### config.mk
export PLATFORM = sky130hd
export DESIGN_NAME = pipeline_ctrl
export DESIGN_NICKNAME = d
export VERILOG_FILES = /design/src/rtl/pipeline_ctrl.sv
export SDC_FILE = /design/constraint.sdc
export NUM_CORES = 1
export LEC_CHECK = 0
export ABC_AREA = 1
export ABC_CLOCK_PERIOD_IN_PS = 2300
export BUFFER_PORTS_ARGS = -buffer_cell sky130_fd_sc_hd__buf_2
export CAP_MARGIN = 20
export CORE_ASPECT_RATIO = 1.4
export CORE_MARGIN = 5
export CORE_UTILIZATION = 45
export CTS_CLUSTER_SIZE = 20
export DETAILED_ROUTE_END_ITERATION = 8
export GPL_TIMING_DRIVEN = 0
export PLACE_DENSITY = 0.89
export SLEW_MARGIN = 10
export SYNTH_ARGS = -nofsm -noshare
export SYNTH_HDL_FRONTEND = slang
export SYNTH_SLANG_ARGS = --single-unit
### constraint.sdc
create_clock -name clk -period 2.3 [get_ports clk]
set_input_delay 0.345 -clock clk [delete_from_list [all_inputs] [get_ports clk]]
set_output_delay 0.345 -clock clk [all_outputs]
set_load 0.01 [all_outputs]
### src/rtl/pipeline_ctrl.sv
// Pipeline hazard/flush controller: per-stage pause vector, exception flush and fetch redirect.
// Optional stall/flush performance counters are built only when PIPE_PERF_CNT_EN is defined.
module pipeline_ctrl #(
   parameter logic [31:0] RESET_PC   = 32'h1C000000,
   parameter logic [5:0]  IDLE_PAUSE = 6'b001111
) (
   input  logic        clk,
   input  logic        rst,
   input  logic        stall_req_if,
   input  logic        stall_req_id,
   input  logic        stall_req_ex,
   input  logic        stall_req_mem,
   input  logic        excp_req,
   input  logic [31:0] excp_target_pc,
   input  logic        ertn_req,
   input  logic [31:0] ertn_pc,
   input  logic        idle_req,
   input  logic        interrupt_pending,
   output logic [5:0]  pause,
   output logic        exception_flush,
   output logic        redirect_en,
   output logic [31:0] redirect_pc,
   output logic [31:0] stall_cycles,
   output logic [31:0] flush_count
);

   typedef enum logic [1:0] {ST_RUN, ST_FLUSH, ST_IDLE} state_t;

   state_t      state_q, state_d;
   logic [31:0] redirect_pc_q, redirect_pc_d;
   logic        redirect_en_q, redirect_en_d;
   logic [5:0]  stall_pause;
   logic        any_stall;

   assign any_stall = stall_req_if | stall_req_id | stall_req_ex | stall_req_mem;

   // Deepest stalling stage wins; the stage after it sees a bubble because its bit stays clear.
   always_comb begin
      stall_pause = 6'b000000;
      if (stall_req_mem)     stall_pause = 6'b011111;
      else if (stall_req_ex) stall_pause = 6'b001111;
      else if (stall_req_id) stall_pause = 6'b000111;
      else if (stall_req_if) stall_pause = 6'b000011;
   end

   always_ff @(posedge clk) begin
      state_q       <= state_d;
      redirect_pc_q <= redirect_pc_d;
      redirect_en_q <= redirect_en_d;
   end

   always_comb begin
      state_d       = state_q;
      redirect_pc_d = redirect_pc_q;
      if (rst) begin
         state_d       = ST_RUN;
         redirect_pc_d = RESET_PC;
      end else begin
         unique case (state_q)
            ST_RUN: begin
               if (excp_req) begin
                  state_d       = ST_FLUSH;
                  redirect_pc_d = excp_target_pc;
               end else if (ertn_req) begin
                  state_d       = ST_FLUSH;
                  redirect_pc_d = ertn_pc;
               end else if (idle_req && !any_stall) begin
                  state_d = ST_IDLE;
               end
            end
            ST_FLUSH: state_d = ST_RUN;
            ST_IDLE: begin
               if (excp_req) begin
                  state_d       = ST_FLUSH;
                  redirect_pc_d = excp_target_pc;
               end else if (interrupt_pending) begin
                  state_d = ST_RUN;
               end
            end
            default: state_d = ST_RUN;
         endcase
      end
      // Registered so the pulse lines up exactly with the FLUSH state.
      redirect_en_d = (state_d == ST_FLUSH);
   end

   always_comb begin
      pause           = 6'b000000;
      exception_flush = 1'b0;
      if (!rst) begin
         unique case (state_q)
            ST_RUN: begin
               if (excp_req || ertn_req) exception_flush = 1'b1;
               else                      pause           = stall_pause;
            end
            ST_FLUSH: exception_flush = 1'b1;
            ST_IDLE: begin
               if (excp_req) exception_flush = 1'b1;
               else          pause           = IDLE_PAUSE;
            end
            default: ;
         endcase
      end
   end

   assign redirect_en = redirect_en_q;
   assign redirect_pc = redirect_pc_q;

`ifdef PIPE_PERF_CNT_EN
   logic [31:0] stall_cycles_q, stall_cycles_d;
   logic [31:0] flush_count_q, flush_count_d;

   always_ff @(posedge clk) begin
      stall_cycles_q <= stall_cycles_d;
      flush_count_q  <= flush_count_d;
   end

   always_comb begin
      stall_cycles_d = stall_cycles_q;
      flush_count_d  = flush_count_q;
      if (rst) begin
         stall_cycles_d = 32'd0;
         flush_count_d  = 32'd0;
      end else begin
         if (pause != 6'b000000 && stall_cycles_q != 32'hFFFFFFFF)
            stall_cycles_d = stall_cycles_q + 32'd1;
         if (state_d == ST_FLUSH && state_q != ST_FLUSH && flush_count_q != 32'hFFFFFFFF)
            flush_count_d = flush_count_q + 32'd1;
      end
   end

   assign stall_cycles = stall_cycles_q;
   assign flush_count  = flush_count_q;
`else
   assign stall_cycles = 32'd0;
   assign flush_count  = 32'd0;
`endif

endmodule

==> impl_metrics.ini <==
[worst_setup_path]
cp_top_family = buffers and inverters
start_kind = flip-flop
worstRegToRegCells = 7
crit_chain = inv_1 -> nor2_1 -> buf_2 -> nand2_1 -> a21oi_1 -> buf_4 -> buf_2
reg2reg_slack_ps = 920
cpMostUsedCell = buf_2
worst-endpoint-arrival_ps = 1730
crit_buf_inv = 4
slowest_stage = dfxtp_1
path_class = reg2out
cp-startpoint = state_q[1]
worstSetupEndpointType = output pin
r2r_end = redirect_pc[17]
cpPeakStageDelay_ps = 380
critPathMaxFanout = 10
worstPathRequired_ps = 1960
rr_startpoint = state_q[0]

[drt]
ant_nets = 0
maxUsedRoutingLayer = met4
viasPerCell = 4.38
dr_wl_met3_um = 781
wire_per_inst_um = 11.0
wl_um = 7640
first_pass_iters = 4
wl_met1_um = 2790
route.met2.wl_um = 3950
vias = 3037
post-route-drc-count = 0
drt-initial-drc-count = 125

[cts]
post-cts-setup-buffers = 0
cts.clk_slew.worst_paths_ps = 70
ctsLongestPathBuffers = 2
clock_sinks = 35
cts_resized = 0
hold_buffers = 0
cts_tree = done
clock_latency_ps = 280
h-tree-depth = 2
clockRootBuffer = clkbuf_8
cts_made_buffers = 5

[yosys]
ys_warn_count = 0
synth-seq-cells = 35
avgSynthCellArea_um2 = 5.79
syn_area_um2 = 2560
yosysSeqAreaShare_pct = 27.4
synthCells = 442
synth_cell_types = 16

[worst_hold_path]
min_from = excp_target_pc[22]
hold_end = redirect_pc[22]
min_path_cells = 5
hold_path.class = in2reg

[placed_design]
routabilityCongestion = 0.776
io_buffers = 111
dp_hpwl_um = 6300
dpl_cell_area_um2 = 3440

[sta]
fin_crit_sh_pct = 90.3
rsz0062_at_grt = false
hold_viol_final = 0
timing.fmax_mhz = 481
slew_viol_final = 0
finalClockSkew_ps = 4.75
final-setup-viol-count = 0
min_period_ps = 2080
setup_tns_ps = 0
hold-worst-slack_ps = 355

[grt]
overflow = 0
grt_max_degree = 11
grt_pass1_wl_um = 11800
grt_pass1_vias = 2842
track_usage_pct = 19.7
antenna_found_initial = 0

[power_and_ir_drop]
report.power.total_mw = 1.67
peakVddDrop_uv = 319
leakage_nw = 2.32
cellPowerDensity_nw_per_um2 = 471

[floorplanning]
die_w_um = 73.7
die_height_um = 99.2
io_pins = 178
dieArea_um2 = 7320
start_util_pct = 46.3
rows = 32
fp.coreArea_um2 = 5530

[cells_and_area]
diodes = 0
drive_above_1_share_pct = 31.4
final_cell_area_um2 = 3540
area_growth_pct = 38.3
post-route-util_pct = 64.1
nets = 698

[outcome]
outcome = finished clean

[job]
drv_cap = 0
cells in the mapped netlist:
cell / number / share of area (%)
dfxtp_1: 35 / 27
conb_1: 1 / 0.15
buf_1: 2 / 0.29
buf_4: 66 / 19
o21ai_0: 1 / 0.20
nand3b_1: 3 / 0.88
nand3_1: 37 / 7.2
nor2_1: 13 / 1.9
clkbuf_1: 10 / 1.5
nand2_1: 249 / 37
buf_2: 10 / 2.0
a211oi_1: 1 / 0.29
a21oi_1: 2 / 0.39
a21oi_2: 1 / 0.34
inv_2: 1 / 0.15
inv_1: 10 / 1.5
final cells by class:
class	instances	area, µm²
repair buffers	111	556
inverters	11	41.3
flip-flops and latches	35	701
well taps	68	85.1
clock buffers	8	100
multi-input cells	372	1470
plain buffers	88	591
fillers	538	1990
metal layers:
| layer | vias to the layer above | track usage [%] |
|---|---|---|
| li1 | 1575 | - |
| met1 | 1310 | 19.8 |
| met2 | 140 | 37.8 |
| met3 | 12 | 5.46 |
| met5 | - | 0 |
| met4 | 0 | 6.00 |
registers in the layout, summed over array words and instances, names as in the netlist:
name,flops
redirect_pc,32
redirect_en,1
state_q,2
stage by stage:
step                cells  setup slack (ps)
finish                693               222
global route          693              82.2
CTS                   693               201
detailed placement    685               419
global placement      685               459
floorplan             506               701
how the worst max path moves through the flow:
stage	endpoint	slack (ps)	depth (start not counted)
detailed placement	pause[4]	420	6
floorplan	pause[1]	700	6
finish	pause[1]	220	7
global route	pause[1]	80	7
global placement	pause[1]	460	7
CTS	pause[1]	200	7
worst reg2reg max path: stages, from the launching register on:
cell and delay, ps:
dfxtp_1 380, inv_1 70, nand2_1 170, clkbuf_1 400, nand2_1 120, nand2_1 80, nand2_1 50, nand2_1 50
cell families after synthesis:
kind of cell | Yosys count | synth area share (%)
AOI/OAI and AO/OA | 5 | 1.22
buffers and inverters | 99 | 24.7
DFF | 35 | 27.4
other | 1 | 0.147
and+or+nand+nor | 302 | 46.6
where the power goes:
group | internal [mW] | leakage, nW | total, mW | switching, mW
Sequential | 0.657 | 0.289 | 0.683 | 0.0265
Combinational | 0.220 | 1.98 | 0.499 | 0.279
Clock | 0.273 | 0.0515 | 0.485 | 0.211
Total | 1.15 | 2.32 | 1.67 | 0.516
cell usage in the layout (no fill, tap or decap):
| master | count |
|---|---|
| o21ai_0 | 1 |
| inv_1 | 10 |
| conb_1 | 65 |
| a211oi_1 | 1 |
| buf_2 | 121 |
| nand3b_1 | 3 |
| buf_1 | 2 |
| inv_2 | 1 |
| clkbuf_1 | 11 |
| dfxtp_1 | 35 |
| nand2_1 | 249 |
| nor2_1 | 13 |
| a21oi_1 | 2 |
| clkbuf_8 | 7 |
| a21oi_2 | 1 |
| buf_4 | 66 |
| nand3_1 | 37 |
Note: power is estimated with default switching activity, not from simulation.
